[src/rtl/consmax_ctrl_if.sv]
// Config stream, upstream score valids and LUT/shift outputs of the ConSmax sequencer.
interface consmax_ctrl_if #(
  parameter int LUT_ADDR  = 4,
  parameter int LUT_DATA  = 16,
  parameter int CDATA_BIT = 8,
  parameter int NUM_HEAD  = 8
);
  logic                  cfg_in_valid;
  logic                  cfg_in_ready;
  logic                  cfg_in_cmd;
  logic [LUT_ADDR:0]     cfg_in_addr;
  logic [LUT_DATA-1:0]   cfg_in_data;
  logic [NUM_HEAD-1:0]   up_valid;
  logic                  up_ready;
  logic [NUM_HEAD-1:0]   idata_valid_o;
  logic                  lut_wen;
  logic [LUT_ADDR:0]     lut_waddr;
  logic [LUT_DATA-1:0]   lut_wdata;
  logic [CDATA_BIT-1:0]  cfg_consmax_shift;
  logic                  busy;
  logic                  lut_loaded;

  modport master (
    output cfg_in_valid, cfg_in_cmd, cfg_in_addr, cfg_in_data, up_valid,
    input  cfg_in_ready, up_ready, idata_valid_o, lut_wen, lut_waddr, lut_wdata,
           cfg_consmax_shift, busy, lut_loaded
  );

  modport slave (
    input  cfg_in_valid, cfg_in_cmd, cfg_in_addr, cfg_in_data, up_valid,
    output cfg_in_ready, up_ready, idata_valid_o, lut_wen, lut_waddr, lut_wdata,
           cfg_consmax_shift, busy, lut_loaded
  );
endinterface

[src/rtl/consmax_ctrl.sv]
// Stalls score traffic and drains the ConSmax pipeline before applying LUT / shift
// config beats; passes per-head valids straight through otherwise.
module consmax_ctrl #(
  parameter int LUT_ADDR  = 4,
  parameter int LUT_DATA  = 16,
  parameter int CDATA_BIT = 8,
  parameter int NUM_HEAD  = 8,
  parameter int PIPE_LAT  = 3
) (
  input  logic          clk,
  input  logic          rstn,
  consmax_ctrl_if.slave ctrl_if
);

  localparam logic [1:0] ST_IDLE  = 2'd0;
  localparam logic [1:0] ST_DRAIN = 2'd1;
  localparam logic [1:0] ST_WRITE = 2'd2;

  localparam int DCW = (PIPE_LAT > 1) ? $clog2(PIPE_LAT) : 1;
  localparam int LCW = LUT_ADDR + 2;
  localparam logic [DCW-1:0] DRAIN_INIT = DCW'(PIPE_LAT - 1);
  localparam logic [LCW-1:0] LOAD_FULL  = LCW'(2 * (1 << LUT_ADDR));

  logic [1:0]           state_q, state_d;
  logic [DCW-1:0]       drain_cnt_q, drain_cnt_d;
  logic                 lut_wen_q;
  logic [LUT_ADDR:0]    lut_waddr_q;
  logic [LUT_DATA-1:0]  lut_wdata_q;
  logic [CDATA_BIT-1:0] shift_q;
  logic [LCW-1:0]       load_cnt_q;

  logic in_idle;
  logic up_ready_w;
  logic accept;

  assign in_idle    = (state_q == ST_IDLE);
  // Config wins over data in the same IDLE cycle, so upstream is held off immediately.
  assign up_ready_w = in_idle & ~ctrl_if.cfg_in_valid;
  assign accept     = ctrl_if.cfg_in_valid & (state_q == ST_WRITE);

  always_comb begin
    state_d     = state_q;
    drain_cnt_d = drain_cnt_q;
    case (state_q)
      ST_IDLE: begin
        if (ctrl_if.cfg_in_valid) begin
          state_d     = ST_DRAIN;
          drain_cnt_d = DRAIN_INIT;
        end
      end
      ST_DRAIN: begin
        if (drain_cnt_q == '0) state_d = ST_WRITE;
        else                   drain_cnt_d = drain_cnt_q - DCW'(1);
      end
      ST_WRITE: begin
        if (!ctrl_if.cfg_in_valid) state_d = ST_IDLE;
      end
      default: state_d = ST_IDLE;
    endcase
  end

  always_ff @(posedge clk or negedge rstn) begin
    if (!rstn) begin
      state_q     <= ST_IDLE;
      drain_cnt_q <= '0;
      lut_wen_q   <= 1'b0;
      lut_waddr_q <= '0;
      lut_wdata_q <= '0;
      shift_q     <= '0;
      load_cnt_q  <= '0;
    end else begin
      state_q     <= state_d;
      drain_cnt_q <= drain_cnt_d;
      lut_wen_q   <= accept & ~ctrl_if.cfg_in_cmd;
      if (accept && !ctrl_if.cfg_in_cmd) begin
        lut_waddr_q <= ctrl_if.cfg_in_addr;
        lut_wdata_q <= ctrl_if.cfg_in_data;
      end
      if (accept && ctrl_if.cfg_in_cmd) shift_q <= ctrl_if.cfg_in_data[CDATA_BIT-1:0];
      // Counts writes, not unique addresses; saturates once both LUTs' worth has landed.
      if (lut_wen_q && (load_cnt_q != LOAD_FULL)) load_cnt_q <= load_cnt_q + LCW'(1);
    end
  end

  for (genvar gi = 0; gi < NUM_HEAD; gi++) begin : g_head
    assign ctrl_if.idata_valid_o[gi] = ctrl_if.up_valid[gi] & up_ready_w;
  end

  assign ctrl_if.up_ready          = up_ready_w;
  assign ctrl_if.cfg_in_ready      = (state_q == ST_WRITE);
  assign ctrl_if.busy              = ~in_idle;
  assign ctrl_if.lut_wen           = lut_wen_q;
  assign ctrl_if.lut_waddr         = lut_waddr_q;
  assign ctrl_if.lut_wdata         = lut_wdata_q;
  assign ctrl_if.cfg_consmax_shift = shift_q;
  assign ctrl_if.lut_loaded        = (load_cnt_q == LOAD_FULL);

endmodule
[src/flat_wrapper.sv]
// flat-port wrapper written by rule: the top's interface ports become plain ports
module consmax_ctrl_flat 
#(
  parameter int LUT_ADDR  = 4,
  parameter int LUT_DATA  = 16,
  parameter int CDATA_BIT = 8,
  parameter int NUM_HEAD  = 8,
  parameter int PIPE_LAT  = 3
)
  (clk, rstn, ctrl_if_cfg_in_valid, ctrl_if_cfg_in_cmd, ctrl_if_cfg_in_addr, ctrl_if_cfg_in_data, ctrl_if_up_valid, ctrl_if_cfg_in_ready, ctrl_if_up_ready, ctrl_if_idata_valid_o, ctrl_if_lut_wen, ctrl_if_lut_waddr, ctrl_if_lut_wdata, ctrl_if_cfg_consmax_shift, ctrl_if_busy, ctrl_if_lut_loaded);
  consmax_ctrl_if #(.LUT_ADDR(LUT_ADDR), .LUT_DATA(LUT_DATA), .CDATA_BIT(CDATA_BIT), .NUM_HEAD(NUM_HEAD)) ctrl_if_i ();
  input  logic clk;
  input  logic rstn;
  input wire logic [$bits(ctrl_if_i.cfg_in_valid)-1:0] ctrl_if_cfg_in_valid;
  input wire logic [$bits(ctrl_if_i.cfg_in_cmd)-1:0] ctrl_if_cfg_in_cmd;
  input wire logic [$bits(ctrl_if_i.cfg_in_addr)-1:0] ctrl_if_cfg_in_addr;
  input wire logic [$bits(ctrl_if_i.cfg_in_data)-1:0] ctrl_if_cfg_in_data;
  input wire logic [$bits(ctrl_if_i.up_valid)-1:0] ctrl_if_up_valid;
  output wire logic [$bits(ctrl_if_i.cfg_in_ready)-1:0] ctrl_if_cfg_in_ready;
  output wire logic [$bits(ctrl_if_i.up_ready)-1:0] ctrl_if_up_ready;
  output wire logic [$bits(ctrl_if_i.idata_valid_o)-1:0] ctrl_if_idata_valid_o;
  output wire logic [$bits(ctrl_if_i.lut_wen)-1:0] ctrl_if_lut_wen;
  output wire logic [$bits(ctrl_if_i.lut_waddr)-1:0] ctrl_if_lut_waddr;
  output wire logic [$bits(ctrl_if_i.lut_wdata)-1:0] ctrl_if_lut_wdata;
  output wire logic [$bits(ctrl_if_i.cfg_consmax_shift)-1:0] ctrl_if_cfg_consmax_shift;
  output wire logic [$bits(ctrl_if_i.busy)-1:0] ctrl_if_busy;
  output wire logic [$bits(ctrl_if_i.lut_loaded)-1:0] ctrl_if_lut_loaded;
  assign ctrl_if_i.cfg_in_valid = ctrl_if_cfg_in_valid;
  assign ctrl_if_i.cfg_in_cmd = ctrl_if_cfg_in_cmd;
  assign ctrl_if_i.cfg_in_addr = ctrl_if_cfg_in_addr;
  assign ctrl_if_i.cfg_in_data = ctrl_if_cfg_in_data;
  assign ctrl_if_i.up_valid = ctrl_if_up_valid;
  assign ctrl_if_cfg_in_ready = ctrl_if_i.cfg_in_ready;
  assign ctrl_if_up_ready = ctrl_if_i.up_ready;
  assign ctrl_if_idata_valid_o = ctrl_if_i.idata_valid_o;
  assign ctrl_if_lut_wen = ctrl_if_i.lut_wen;
  assign ctrl_if_lut_waddr = ctrl_if_i.lut_waddr;
  assign ctrl_if_lut_wdata = ctrl_if_i.lut_wdata;
  assign ctrl_if_cfg_consmax_shift = ctrl_if_i.cfg_consmax_shift;
  assign ctrl_if_busy = ctrl_if_i.busy;
  assign ctrl_if_lut_loaded = ctrl_if_i.lut_loaded;
  consmax_ctrl #(.LUT_ADDR(LUT_ADDR), .LUT_DATA(LUT_DATA), .CDATA_BIT(CDATA_BIT), .NUM_HEAD(NUM_HEAD), .PIPE_LAT(PIPE_LAT)) u_core (.clk(clk), .rstn(rstn), .ctrl_if(ctrl_if_i));
endmodule
[config.mk]
export PLATFORM = sky130hd
export DESIGN_NAME = consmax_ctrl_flat
export DESIGN_NICKNAME = d
export VERILOG_FILES = /design/src/rtl/consmax_ctrl_if.sv /design/src/rtl/consmax_ctrl.sv /design/src/flat_wrapper.sv
export SDC_FILE = /design/constraint.sdc
export NUM_CORES = 1
export LEC_CHECK = 0
export BUFFER_PORTS_ARGS = -buffer_cell sky130_fd_sc_hd__clkbuf_2
export CAP_MARGIN = 20
export CORE_ASPECT_RATIO = 0.9
export CORE_UTILIZATION = 42
export DETAILED_ROUTE_END_ITERATION = 8
export HOLD_SLACK_MARGIN = 0.08
export MAX_ROUTING_LAYER = met4
export PLACE_DENSITY = 0.75
export SETUP_SLACK_MARGIN = 0.1
export SYNTH_ARGS = -nofsm -noshare
export SYNTH_HDL_FRONTEND = slang
export SYNTH_SLANG_ARGS = --single-unit
[constraint.sdc]
create_clock -name clk -period 1.5 [get_ports clk]
set_clock_uncertainty 0.05 [all_clocks]
set_input_delay 0.15 -clock clk [delete_from_list [all_inputs] [get_ports clk]]
set_output_delay 0.15 -clock clk [all_outputs]
set_load 0.01 [all_outputs]
# Word-level counts from Yosys, hierarchy flattened
# Cells that the tools add are included.
[word_totals]
regBits = 40
out_inout_bits = 42
in_bits = 33
elab_cells = 47
[classes]
bitwise_logic = 14
mux = 7
eq_ne = 8
add_sub_neg = 2
n_reduce_logical = 9
[op_table]
columns = ["op", "n"]
rows = [
  ["bitwise AND 1 bit", 11],
  ["2-to-1 mux 2 bit", 5],
  ["adder 6 x 1 -> 6 bit (second input constant)", 1],
  ["equality test 6 bit (second input constant)", 1],
  ["inequality test 2 bit (second input constant)", 3],
  ["inequality test 6 bit (second input constant)", 1],
  ["one-hot mux 2 bit (3 select lines)", 1],
  ["AND reduction 3 bit", 2],
  ["zero test 2 bit", 2],
  ["one-hot mux 2 bit (2 select lines)", 1],
  ["logical AND 1 bit", 3],
  ["inverter 1 bit", 3],
  ["equality test 2 x 1 -> 1 bit (second input constant)", 1],
  ["equality test 2 bit (second input constant)", 1],
  ["inequality test 2 x 1 -> 1 bit (second input constant)", 1],
  ["nonzero test 2 bit", 1],
  ["subtractor 2 x 1 -> 2 bit (second input constant)", 1],
  ["zero test 1 bit", 1],
]

# Depth between registers and ports, before layout
# Gate-level depths: netlist (run 1).
[logic_depth]
word_depth = 3
depth_mapped = 5
mapped_depth_nobuf = 5

# Least setup slack after synthesis (run 1)
# OpenSTA, ideal clock, no wires.
[synth_timing]
kind = "reg-to-output"
startpoint = "register u_core.state_q[1]"
endpoint = "output port ctrl_if_idata_valid_o[0]"
t_required_ns = 1.300
stages_incl_launch_ff = 4
arrival_time_ns = 1.324
setup_slack_ns = -0.024
path_buffers = 0
cell_sequence = "dfrtp_1 -> or2_2 -> nor2_1 -> and2_2"
[synth_via]
elab_chain_len = 3
[synth_rtl]
columns = ["item", "line", "text"]
rows = [
  ["from (decl)", "consmax_ctrl.sv:24", "logic [1:0] state_q, state_d;"],
  ["from (signal assigned)", "consmax_ctrl.sv:72", "state_q <= state_d;"],
  ["zero test 2 bit", "consmax_ctrl.sv:36", "assign in_idle = (state_q == ST_IDLE);"],
  ["bitwise AND 1 bit", "consmax_ctrl.sv:38", "assign up_ready_w = in_idle & ~ctrl_if.cfg_in_valid;"],
  ["net ctrl_if_up_ready", "flat_wrapper.sv:20", "output wire logic [$bits(ctrl_if_i.up_ready)-1:0] ctrl_if_up_ready;"],
  ["bitwise AND 1 bit", "consmax_ctrl.sv:86", "assign ctrl_if.idata_valid_o[gi] = ctrl_if.up_valid[gi] & up_ready_w;"],
  ["to (decl)", "flat_wrapper.sv:21", "output wire logic [$bits(ctrl_if_i.idata_valid_o)-1:0] ctrl_if_idata_valid_o;"],
]
# The timed path passes the listed nets, and every way through them passes these cells.

# Worst setup path after layout (run 1)
[layout_timing]
startpoint = "register u_core.state_q[0]"
endpoint = "register u_core.lut_wdata_q[8] (netlist: u_core.ctrl_if.lut_wdata[8])"
[layout_via]
elab_chain_len = 3
[layout_rtl]
columns = ["item", "line", "text"]
rows = [
  ["equality test 2 bit", "consmax_ctrl.sv:39", "assign accept = ctrl_if.cfg_in_valid & (state_q == ST_WRITE);"],
  ["bitwise AND 1 bit", "consmax_ctrl.sv:39", ""],
  ["logical AND 1 bit", "consmax_ctrl.sv:75", "if (accept && !ctrl_if.cfg_in_cmd) begin"],
  ["to (signal assigned)", "consmax_ctrl.sv:77", "lut_wdata_q <= ctrl_if.cfg_in_data;"],
  ["to (decl)", "consmax_ctrl.sv:28", "logic [LUT_DATA-1:0] lut_wdata_q;"],
]
# Every way passes these cells.
# A chain may end at the register's enable or synchronous reset.

==> results of run 1 <==
kinds of logic (layout without fill, tap and decap cells):
logic type | after synthesis | count (layout) | synth area share
AO/OA/AOI/OAI | 7 | 7 | 0.02735
XOR/XNOR | 4 | 4 | 0.02070
adder cells (fa/ha/maj) | 3 | 3 | 0.02218
buffers and inverters | 7 | 130 | 0.02439
flip-flops | 40 | 40 | 0.5913
multiplexers | 31 | 31 | 0.2055
AND/OR/NAND/NOR | 30 | 31 | 0.1086
cell usage in the layout (no fill, tap or decap), types with 2 or more instances in the layout:
cell type	count
dfrtp_1	39
nand4_1	2
buf_4	12
xnor2_1	2
nor2_1	3
buf_12	2
clkbuf_16	2
and2_4	6
nor2_4	3
inv_1	5
mux2_4	29
and2_2	2
buf_6	15
nand2_1	5
clkbuf_2	63
dlygate4sd3_1	22
clkbuf_8	5
o21ai_0	4
ha_2	2
through the flow:
step	util	cells	power [mW]
6_report	0.7771	292	5.104
5_1_grt	0.7771	292	5.365
4_1_cts	0.7027	283	4.612
3_5_place_dp	0.5969	248	3.547
3_3_place_gp	0.5969	248	3.438
2_1_floorplan	-	122	2.774
worst max-delay path: stages, from the launching register on:
cell	delay, ps
dfrtp_1	430
nand3b_1	250
nor2_4	250
buf_6	140
buf_12	120
mux2_4	310
Yosys cell counts, drive strengths merged:
library cell / n / share of area
dfrtp: 40 / 0.59
mux2: 30 / 0.20
and2: 8 / 0.035
nand2: 6 / 0.013
inv: 5 / 0.011
nor2: 5 / 0.016
o21ai: 4 / 0.012
ha: 3 / 0.022
xnor2: 3 / 0.016
a21oi: 2 / 0.0059
buf: 2 / 0.013
nand2b: 2 / 0.0074
nand4: 2 / 0.0074
or2: 2 / 0.0074
and2b: 1 / 0.0052
mux2i: 1 / 0.0059
nand3: 1 / 0.0059
nand3b: 1 / 0.0044
nor3: 1 / 0.0030
nor4: 1 / 0.0037
o41ai: 1 / 0.0096
xor2: 1 / 0.0052
path summary, 6_finish.rpt:
path | slack (ps) | to | cells past startpoint
worst max-delay path | -170 | u_core.ctrl_if.lut_wdata[8] | 5
worst min-delay path | 220 | u_core.state_q[0] | 3
worst max register to register | -170 | u_core.ctrl_if.lut_wdata[8] | 5
worst min register to register | 470 | u_core.ctrl_if.cfg_consmax_shift[0] | 1
max in group asynchronous | 560 | u_core.ctrl_if.lut_wdata[14] | 3
min in group asynchronous | 280 | u_core.ctrl_if.lut_wdata[3] | 2
flip-flops by register name, summed over array words and instances (netlist names):
register	count
u_core.ctrl_if.lut_wdata	16
u_core.ctrl_if.lut_waddr	5
u_core.ctrl_if.cfg_consmax_shift	8
u_core.ctrl_if.lut_wen	1
u_core.drain_cnt_q	2
u_core.load_cnt_q	6
u_core.state_q	2
what timing repair did:
item | 4_1_cts | 5_1_grt
cloned | 1 | 2
pin swaps | 3 | 10
endpoints found under the setup margin | 43 | 44
setup buffers | 4 | 8
gates resized for setup | 8 | 52
hold endpoints to repair | 45 | 0
hold buffers | 22 | 0
cell type report:
cell class / instances / area, sq um / share of cell area
sequential: 40 / 1002 / 0.3409
clock inverter: 3 / 42.54 / 0.01447
inverter: 5 / 18.77 / 0.006383
tap: 46 / 57.56 / 0.01957
multi-input combinational: 76 / 860.8 / 0.2928
timing repair buffer: 117 / 889.6 / 0.3026
clock buffer: 5 / 68.82 / 0.02340
power groups by stage:
stage	sequential [mW]	clock, mW	combinational [mW]
2_1_floorplan	1.97	0	0.807
3_3_place_gp	1.79	0	1.65
3_5_place_dp	1.82	0	1.73
4_1_cts	1.79	0.880	1.94
5_1_grt	1.88	0.943	2.55
6_report	1.83	0.876	2.40
routing by layer:
| layer | wire (microns) | up-vias | track usage |
|---|---|---|---|
| li1 | - | 663 | - |
| met1 | 2142 | 748 | 0.2614 |
| met2 | 2824 | 51 | 0.3811 |
| met3 | 248 | 15 | 0.04963 |
| met4 | 126 | 0 | 0.07653 |
| met5 | 0 | - | - |
==> impl_metrics.csv, run 1 <==
group,metric,value,unit
synthesis,synth_seq_area_share,0.5913,
pwr,p_seq_frac,0.358,
global_route,grtUsageTotal,0.2270,
synthesis,synth.avg_cell_area,13.88,sq um
clock_network,htreeDepth,2,
sta,relSlewSlack,0.6993,
placement,placed_area,0.002258,sq mm
global_route,grt_pass1_wl,6817,microns
floorplanning,start_util,0.4474,
clock_network,clkSinkCount,40,
sta,setup_viol,39,
synthesis,syn-num-nets,158,
detailed_routing,dr.pass1.iters,4,
synthesis,synth_cells,122,
worst_setup_path,startpoint,"u_core.state_q[0]",
global_route,antenna_found_initial,0,
flow_run,maxCapViolCount,0,
clock_network,clock_latency,300,ps
floorplanning,ios,75,
pwr,vdd_ir_drop_max,1051,uV
floorplanning,die_y,62.23,microns
sta,whs,220.5,ps
final_layout,design_area,0.002940,sq mm
detailed_routing,drt-initial-drc-count,62,
final_layout,syn_to_final_growth,73.69,%
detailed_routing,drc,0,
sta,final_max_slew_viol_count,0,
status,violations,"negative setup slack",
sta,finalCritPeriodShare,1.110,
floorplanning,dieArea,0.004289,sq mm
hold_path,hold_start,"ctrl_if_cfg_in_valid",
pwr,power.internal,3.399,mW
placement,hpwl,2927,microns
detailed_routing,wl_per_cell,18.29,microns
sta,fmax,0.6006,GHz
sta,hold_viol_final,0,
sta,layout_setup_ws,-165.1,ps
status,status,"finished, violations left",
synthesis,ys_types,23,
pwr,pwr-share-comb,0.470,
clock_network,cts_root_buffer,"clkbuf_8",
global_route,first_global_vias,1396,
global_route,grt_max_degree,19,
final_layout,drive_gt1_frac,0.6382,
final_layout,fillers,218,
clock_network,cts_buffer_depth,2,
global_route,globalRouteOverflowTotal,0,
pwr,p_sw_frac,0.3340,
sta,tightest_slew,451.0,ps
floorplanning,core-area,0.003784,sq mm
worst_setup_path,worst-path-max-fanout,6,
worst_setup_path,worst_setup_path_end_kind,"flop",
detailed_routing,num_vias,1477,
hold_path,min_path_type,"input pin to flop",
detailed_routing,drt_wl_total,5341,microns
placement,gp_congestion,0.7327,
placement,port_buffers,74,
pwr,total_leakage_power,1.523,nW
worst_setup_path,required,1630,ps
final_layout,antenna_cells,0,
floorplanning,die_w,68.92,microns
detailed_routing,ant_nets,0,
placement,place_ws,-5.656,ps
sta,rsz0062_at_grt,"yes",
pwr,clkPwrFrac,0.172,
clock_network,cts_tree,"yes",
final_layout,num-nets-final,281,
pwr,power.density,1736,mW/mm^2
worst_setup_path,path_class,"flop to flop",
sta,post-route-min-period,1665,ps
clock_network,cts_buffers,5,
synthesis,yosysWarnings,0,
clock_network,clk_pin_slew,80,ps
worst_setup_path,r2r-start,"u_core.state_q[0]",
synthesis,synth_area,0.001693,sq mm
worst_setup_path,cp-start-kind,"flop",
synthesis,ys_seq_elements,40,
worst_setup_path,arrival,1790,ps
floorplanning,row_count,21,
pwr,p_sw,1.705,mW
detailed_routing,vias_per_cell,5.058,
sta,setup_tns,-4144,ps
No activity file was read; power rests on OpenSTA's default activity.
==> run 2, diff against run 1 <==
--- a/config.mk
+++ b/config.mk
@@ -8,11 +8,13 @@
 export BUFFER_PORTS_ARGS = -buffer_cell sky130_fd_sc_hd__clkbuf_2
 export CAP_MARGIN = 20
 export CORE_ASPECT_RATIO = 0.9
-export CORE_UTILIZATION = 42
+export CORE_UTILIZATION = 44
+export CTS_BUF_LIST = sky130_fd_sc_hd__clkbuf_2
 export DETAILED_ROUTE_END_ITERATION = 8
 export HOLD_SLACK_MARGIN = 0.08
 export MAX_ROUTING_LAYER = met4
-export PLACE_DENSITY = 0.75
+export PLACE_DENSITY = 0.78
+export REMOVE_ABC_BUFFERS = 1
 export SETUP_SLACK_MARGIN = 0.1
 export SYNTH_ARGS = -nofsm -noshare
 export SYNTH_HDL_FRONTEND = slang
==> run 2 against run 1 <==
Against the previous run:
- the flow still finishes with violations (negative setup slack)
- clock power shrank 45%
- cell area shrank 2.4%
- cell count grew 0.68%
- worst setup slack lost 87 ps
- core utilization shrank 0.27 points
- sequential power shrank 3%
- register-to-register slack lost 40 ps
- worst hold slack lost 130 ps
- flip-flop and latch count is the same
- die area shrank 4.4%
- largest cell class unchanged
- largest power group unchanged
==> impl_metrics.csv, run 2 (same netlist as run 1, synthesis figures left out) <==
group,metric,value,unit
pwr,vdd_ir_drop_max,1109,uV
worst_setup_path,required,1300,ps
worst_setup_path,worst-path-max-fanout,5,
sta,hold_viol_final,0,
floorplanning,dieArea,0.004100,sq mm
sta,post-route-min-period,1752,ps
global_route,grt_max_degree,28,
sta,fmax,0.5707,GHz
worst_setup_path,r2r-start,"u_core.state_q[0]",
placement,hpwl,2453,microns
global_route,grt_pass1_wl,6561,microns
detailed_routing,ant_nets,0,
worst_setup_path,arrival,1550,ps
detailed_routing,wl_per_cell,15.44,microns
status,violations,"negative setup slack",
clock_network,clock_latency,420,ps
worst_setup_path,path_class,"flop to output port",
placement,gp_congestion,0.7907,
sta,tightest_slew,394.5,ps
sta,finalCritPeriodShare,1.168,
sta,final_max_slew_viol_count,0,
placement,dpl.cell_count,248,
clock_network,cts_buffers,5,
final_layout,largest_reg_flops,16,
placement,place_ws,28.48,ps
sta,setup_viol,41,
final_layout,syn_to_final_growth,69.48,%
detailed_routing,dr.pass1.iters,6,
final_layout,final_cell_mix,"67 x clkbuf_2, 40 x dfrtp_1, 23 x dlygate4sd3_1, 22 x mux2_4, 16 x buf_6",
clock_network,cts_root_buffer,"clkbuf_2",
sta,relSlewSlack,0.7370,
clock_network,clkSinkCount,40,
worst_setup_path,reg2reg_to,"u_core.ctrl_if.lut_wdata[11]",
final_layout,num-nets-final,283,
global_route,grtUsageTotal,0.2333,
sta,rsz0062_at_grt,"yes",
flow_run,maxCapViolCount,0,
clock_network,htreeDepth,2,
global_route,antenna_found_initial,0,
floorplanning,ios,75,
detailed_routing,drc,0,
global_route,first_global_vias,1405,
detailed_routing,num_vias,1409,
worst_setup_path,cp-start-kind,"flop",
sta,setup_tns,-6085,ps
floorplanning,start_util,0.4569,
pwr,total_leakage_power,1.472,nW
floorplanning,die_w,67.38,microns
clock_network,clk_pin_slew,230,ps
placement,port_buffers,74,
final_layout,drive_gt1_frac,0.6129,
floorplanning,die_y,60.85,microns
pwr,power.density,1570,mW/mm^2
floorplanning,row_count,21,
worst_setup_path,r2r_slack,-210,ps
status,status,"finished, violations left",
final_layout,mostFrequentLayoutCell,"clkbuf_2",
placement,placed_area,0.002183,sq mm
worst_setup_path,worst_setup_path_end_kind,"output port",
sta,whs,85.91,ps
floorplanning,core-area,0.003705,sq mm
final_layout,layoutNonFillerInstCount,294,
final_layout,design_area,0.002869,sq mm
detailed_routing,vias_per_cell,4.793,
final_layout,antenna_cells,0,
detailed_routing,drt_wl_total,4539,microns
global_route,globalRouteOverflowTotal,0,
hold_path,min_path_type,"input pin to async pin",
sta,layout_setup_ws,-252.2,ps
detailed_routing,drt-initial-drc-count,48,
clock_network,cts_tree,"yes",
final_layout,fillers,225,
worst_setup_path,ff2ff_path_depth,6,
clock_network,cts_buffer_depth,2,
[run 2: changes by cell type in the layout (fill, tap and decap cells not counted), moves of 2 or more]
cell and delta:
mux2_2 +7, and2_2 +3, clkbuf_2 +4, clkbuf_8 -5, buf_16 +2, ha_1 +2
and2_4 -3, mux2_4 -7, ha_2 -2, buf_12 +2
[run 2: worst max-delay path, cell delays in order, from the launching register on]
cell     delay [ps]
dfrtp_1         430
or2_4           240
nor2_4          110
buf_6           110
and2_2          140
buf_6           100
[run 2: worst max-delay path by stage]
| stage | startpoint | to | slack, ps | cells past startpoint |
|---|---|---|---|---|
| 3_3_place_gp | u_core.load_cnt_q[1] | u_core.load_cnt_q[1] | 60 | 5 |
| 2_1_floorplan | u_core.state_q[0] | u_core.ctrl_if.lut_waddr[0] | -70 | 3 |
| 3_5_place_dp | u_core.load_cnt_q[1] | u_core.load_cnt_q[1] | 30 | 5 |
| 4_1_cts | u_core.state_q[1] | ctrl_if_idata_valid_o[4] | -290 | 5 |
| 6_report | u_core.state_q[0] | ctrl_if_idata_valid_o[2] | -250 | 5 |
| 5_1_grt | u_core.state_q[0] | ctrl_if_idata_valid_o[2] | -340 | 5 |
[run 2: metrics by stage]
stage / power (mW) / utilization
final: 4.506 / 0.7744
after global routing: 4.773 / 0.7744
after CTS: 4.222 / 0.7271
after detailed placement: 3.396 / 0.5893
after global placement: 3.318 / 0.5893
after floorplan: 2.643 / -
[run 2: power breakdown]
part           total, mW  internal, mW  switching, mW  leakage, nW
Combinational       2.24          1.32          0.916        0.928
Clock              0.484         0.108          0.376       0.0226
Sequential          1.78          1.52          0.268        0.522
[run 2: layer usage]
metal	up-vias	global-route usage	wire [microns]
li1	667	-	-
met1	681	0.2809	1858
met2	54	0.3843	2406
met3	7	0.05451	229
met4	0	0.08207	46
met5	-	-	0
[run 2: final cells by class]
| class | instances | area [sq um] | share of cell area |
|---|---|---|---|
| Tap cell | 46 | 57.56 | 0.02006 |
| Clock buffer | 5 | 25.02 | 0.008722 |
| Inverter | 5 | 18.77 | 0.006542 |
| Timing Repair Buffer | 120 | 968.4 | 0.3375 |
| Sequential cell | 40 | 1001 | 0.3489 |
| Clock inverter | 3 | 18.77 | 0.006542 |
| Multi-Input combinational cell | 75 | 779.5 | 0.2717 |
[run 2: timing repair]
action	4_1_cts	5_1_grt
buffers inserted	6	5
endpoints found under the setup margin	40	44
resized for setup	30	34
hold endpoints to repair	70	0
hold buffers	23	0
pin swaps	2	5
gates cloned	3	1
==> run 3, diff against run 2 <==
--- a/config.mk
+++ b/config.mk
@@ -5,6 +5,7 @@
 export SDC_FILE = /design/constraint.sdc
 export NUM_CORES = 1
 export LEC_CHECK = 0
+export ABC_AREA = 1
 export BUFFER_PORTS_ARGS = -buffer_cell sky130_fd_sc_hd__clkbuf_2
 export CAP_MARGIN = 20
 export CORE_ASPECT_RATIO = 0.9
@@ -16,6 +17,7 @@
 export PLACE_DENSITY = 0.78
 export REMOVE_ABC_BUFFERS = 1
 export SETUP_SLACK_MARGIN = 0.1
+export SLEW_MARGIN = 20
 export SYNTH_ARGS = -nofsm -noshare
 export SYNTH_HDL_FRONTEND = slang
 export SYNTH_SLANG_ARGS = --single-unit
==> run 3 against run 2 <==
Against the previous run:
- the flow still finishes with violations (negative setup slack)
- highest routed layer unchanged
- register-to-register slack better by 250 ps
- core utilization up 1.2 points
- critical endpoint is now ctrl_if_idata_valid_o[5]
- non-clock buffer count down 1
- clock power down 4%
- cell count up 30%
- sequential power up 6%
- via count up 32%
- fmax up 14%
- global-route usage up 2.3 points
- sequential share of layout area down 1.2 points
- synthesized area up 4.4%
- worst hold slack better by 140 ps
==> impl_metrics.csv, run 3 <==
group,metric,value,unit
worst_setup_path,worst_setup_path_end_kind,"output port",
worst_setup_path,cp-start-kind,"flop",
global_route,grtUsageTotal,0.2562,
detailed_routing,drt-initial-drc-count,100,
worst_setup_path,path_class,"flop to output port",
placement,port_buffers,74,
detailed_routing,drt_wl_total,5505,microns
synthesis,synthTopCellsByArea,"dfrtp_1 57%, nand2_1 18%, inv_1 6.4%, o21ai_0 3.1%, nor2_1 3.0%",
clock_network,clk_pin_slew,230,ps
pwr,pwr-share-comb,0.498,
sta,setup_viol,7,
placement,place_ws,123.1,ps
clock_network,cts_tree,"yes",
final_layout,syn_to_final_growth,68.41,%
pwr,power.density,1579,mW/mm^2
worst_setup_path,reg2reg_to,"u_core.ctrl_if.lut_wdata[11]",
clock_network,cts_buffer_depth,2,
detailed_routing,dr.pass1.iters,6,
global_route,grt_max_degree,41,
floorplanning,die_w,68.80,microns
pwr,p_sw_frac,0.4231,
synthesis,yosysMostFrequentCell,"nand2_1",
synthesis,async_reset_ff_frac,1.000,
synthesis,yosys.area.top_type,"dfrtp_1",
detailed_routing,wl_per_cell,14.41,microns
floorplanning,dieArea,0.004273,sq mm
final_layout,layoutNonFillerInstCount,382,
pwr,p_seq_frac,0.403,
pwr,total_leakage_power,1.653,nW
worst_setup_path,cp_slowest_cell,"dfrtp_1",
final_layout,final_cell_mix,"73 x clkbuf_2, 49 x nand2_1, 40 x dfrtp_1, 26 x inv_1, 25 x nand2_2",
synthesis,synth_edf_count,0,
global_route,globalRouteOverflowTotal,0,
pwr,p_sw,1.988,mW
detailed_routing,vias_per_cell,4.856,
status,violations,"negative setup slack",
pwr,power.internal,2.710,mW
sta,finalCritPeriodShare,1.028,
sta,post-route-min-period,1542,ps
clock_network,cts_buffers,5,
global_route,antenna_found_initial,0,
clock_network,clock_latency,430,ps
synthesis,ys_types,17,
worst_setup_path,path_cells,"inv_4 -> nand3_4 -> nor2_1 -> clkbuf_2",
clock_network,cts_root_buffer,"clkbuf_2",
final_layout,num-nets-final,371,
synthesis,synth_cells,213,
floorplanning,core-area,0.003784,sq mm
global_route,first_global_vias,1850,
sta,relSlewSlack,0.6729,
final_layout,mostFrequentLayoutCell,"clkbuf_2",
pwr,clkPwrFrac,0.099,
clock_network,htreeDepth,2,
synthesis,yosysTopAreaCellShare,0.5666,
worst_setup_path,arrival,1340,ps
pwr,vdd_ir_drop_max,949.3,uV
final_layout,drive_gt1_frac,0.5060,
pwr,power,4.698,mW
placement,dpl.cell_count,333,
detailed_routing,drc,0,
placement,hpwl,2817,microns
status,status,"finished, violations left",
worst_setup_path,cpPeakStageDelay,450,ps
floorplanning,start_util,0.4669,
detailed_routing,num_vias,1855,
worst_setup_path,required,1300,ps
synthesis,synth_seq_area_share,0.5666,
synthesis,synth.avg_cell_area,8.294,sq um
floorplanning,ios,75,
synthesis,synth-main-ff-cell,"dfrtp_1",
flow_run,maxCapViolCount,0,
synthesis,yosysWarnings,0,
sta,rsz0062_at_grt,"yes",
sta,layout_setup_ws,-41.54,ps
synthesis,synth_area,0.001767,sq mm
hold_path,min_path_type,"input pin to async pin",
global_route,grt_pass1_wl,7831,microns
worst_setup_path,worst-path-max-fanout,5,
sta,tightest_slew,490.7,ps
sta,fmax,0.6487,GHz
final_layout,largest_reg_flops,16,
clock_network,clkSinkCount,40,
sta,hold_viol_final,0,
sta,final_max_slew_viol_count,0,
worst_setup_path,r2r_slack,40,ps
worst_setup_path,ff2ff_path_depth,7,
worst_setup_path,r2r-start,"u_core.state_q[1]",
synthesis,ys_seq_elements,40,
final_layout,fillers,242,
floorplanning,die_y,62.12,microns
final_layout,antenna_cells,0,
floorplanning,row_count,21,
detailed_routing,ant_nets,0,
synthesis,synthTopCellsByCount,"85 x nand2_1, 40 x dfrtp_1, 30 x inv_1",
placement,gp_congestion,0.8021,
## run 3: cell count changes after synthesis, sizes merged, moves of 5 or more
cell,previous run,this run
nor2,5,14
mux2,30,0
inv,5,32
nand2,6,87
nand3,1,6
o21ai,4,20
and2,8,0
## run 3: final cells by class
cell class	count	area (sq um)	area share
clock buffers	5	25.02	0.008410
repair buffers	119	854.6	0.2872
inverters	32	127.6	0.04289
clock inverters	3	13.76	0.004626
flip-flops and latches	40	1001	0.3364
multi-input cells	137	895.9	0.3011
well taps	46	57.56	0.01934
## run 3: worst max-delay path, delay by kind of cell, from the launching register on
kind	cells	cell delay (ps)
flip-flops	1	450
buffers and inverters	2	270
AND/OR/NAND/NOR	2	230
## run 3: cell families (layout without fill, tap and decap cells)
kind of cell,count (synthesis),in the layout,share of synthesized area
and+or+nand+nor,108,110,0.2436
DFF,40,40,0.5666
buffers and inverters,38,159,0.09349
AOI/OAI and AO/OA,22,22,0.06516
adders and majority gates,3,3,0.02125
xor gates and xnor gates,2,2,0.009917
## run 3: timing repair
item / in CTS / in global routing
gates cloned: 1 / 2
pin swaps: 19 / 12
setup buffers: 12 / 4
endpoints found under the hold margin: 69 / 0
endpoints found under the setup margin: 12 / 48
hold buffers: 23 / 0
resized for setup: 37 / 71
## run 3: worst max path at each step
stage | startpoint | endpoint | slack, ps
5_1_grt | u_core.state_q[1] | ctrl_if_idata_valid_o[3] | -140
3_5_place_dp | u_core.state_q[0] | u_core.ctrl_if.lut_wdata[1] | 120
3_3_place_gp | u_core.state_q[0] | u_core.ctrl_if.lut_wdata[13] | 210
6_report | u_core.state_q[1] | ctrl_if_idata_valid_o[5] | -40
2_1_floorplan | u_core.state_q[0] | u_core.ctrl_if.lut_waddr[0] | 160
4_1_cts | u_core.load_cnt_q[1] | ctrl_if_lut_loaded | -30
## run 3: routing by layer
metal,part of all wire,track usage,wire (microns),up-vias
met5,0,-,0,-
met4,0.029,0.1046,157,0
met3,0.050,0.04963,274,18
met2,0.52,0.4265,2888,70
met1,0.40,0.2963,2184,876
li1,-,-,-,891
## run 3: metrics by stage
step | hold slack, ps | area [sq um] | util | setup TNS [ps]
floorplan | -195.6 | 1722 | - | 0
global placement | 182.7 | 2207 | 0.5833 | 0
detailed placement | 188.1 | 2207 | 0.5833 | 0
CTS | 258.4 | 2694 | 0.7120 | -126.8
global route | 271.1 | 2975 | 0.7864 | -1733
finish | 229.6 | 2975 | 0.7864 | -116.2
## run 3: power by group through the flow
stage / clock network, mW / logic (mW) / registers, mW
finish: 0.465 / 2.34 / 1.89
CTS: 0.459 / 1.92 / 1.81
global placement: 0 / 1.50 / 1.80
global route: 0.527 / 2.58 / 1.94
floorplan: 0 / 0.685 / 1.95
detailed placement: 0 / 1.55 / 1.81
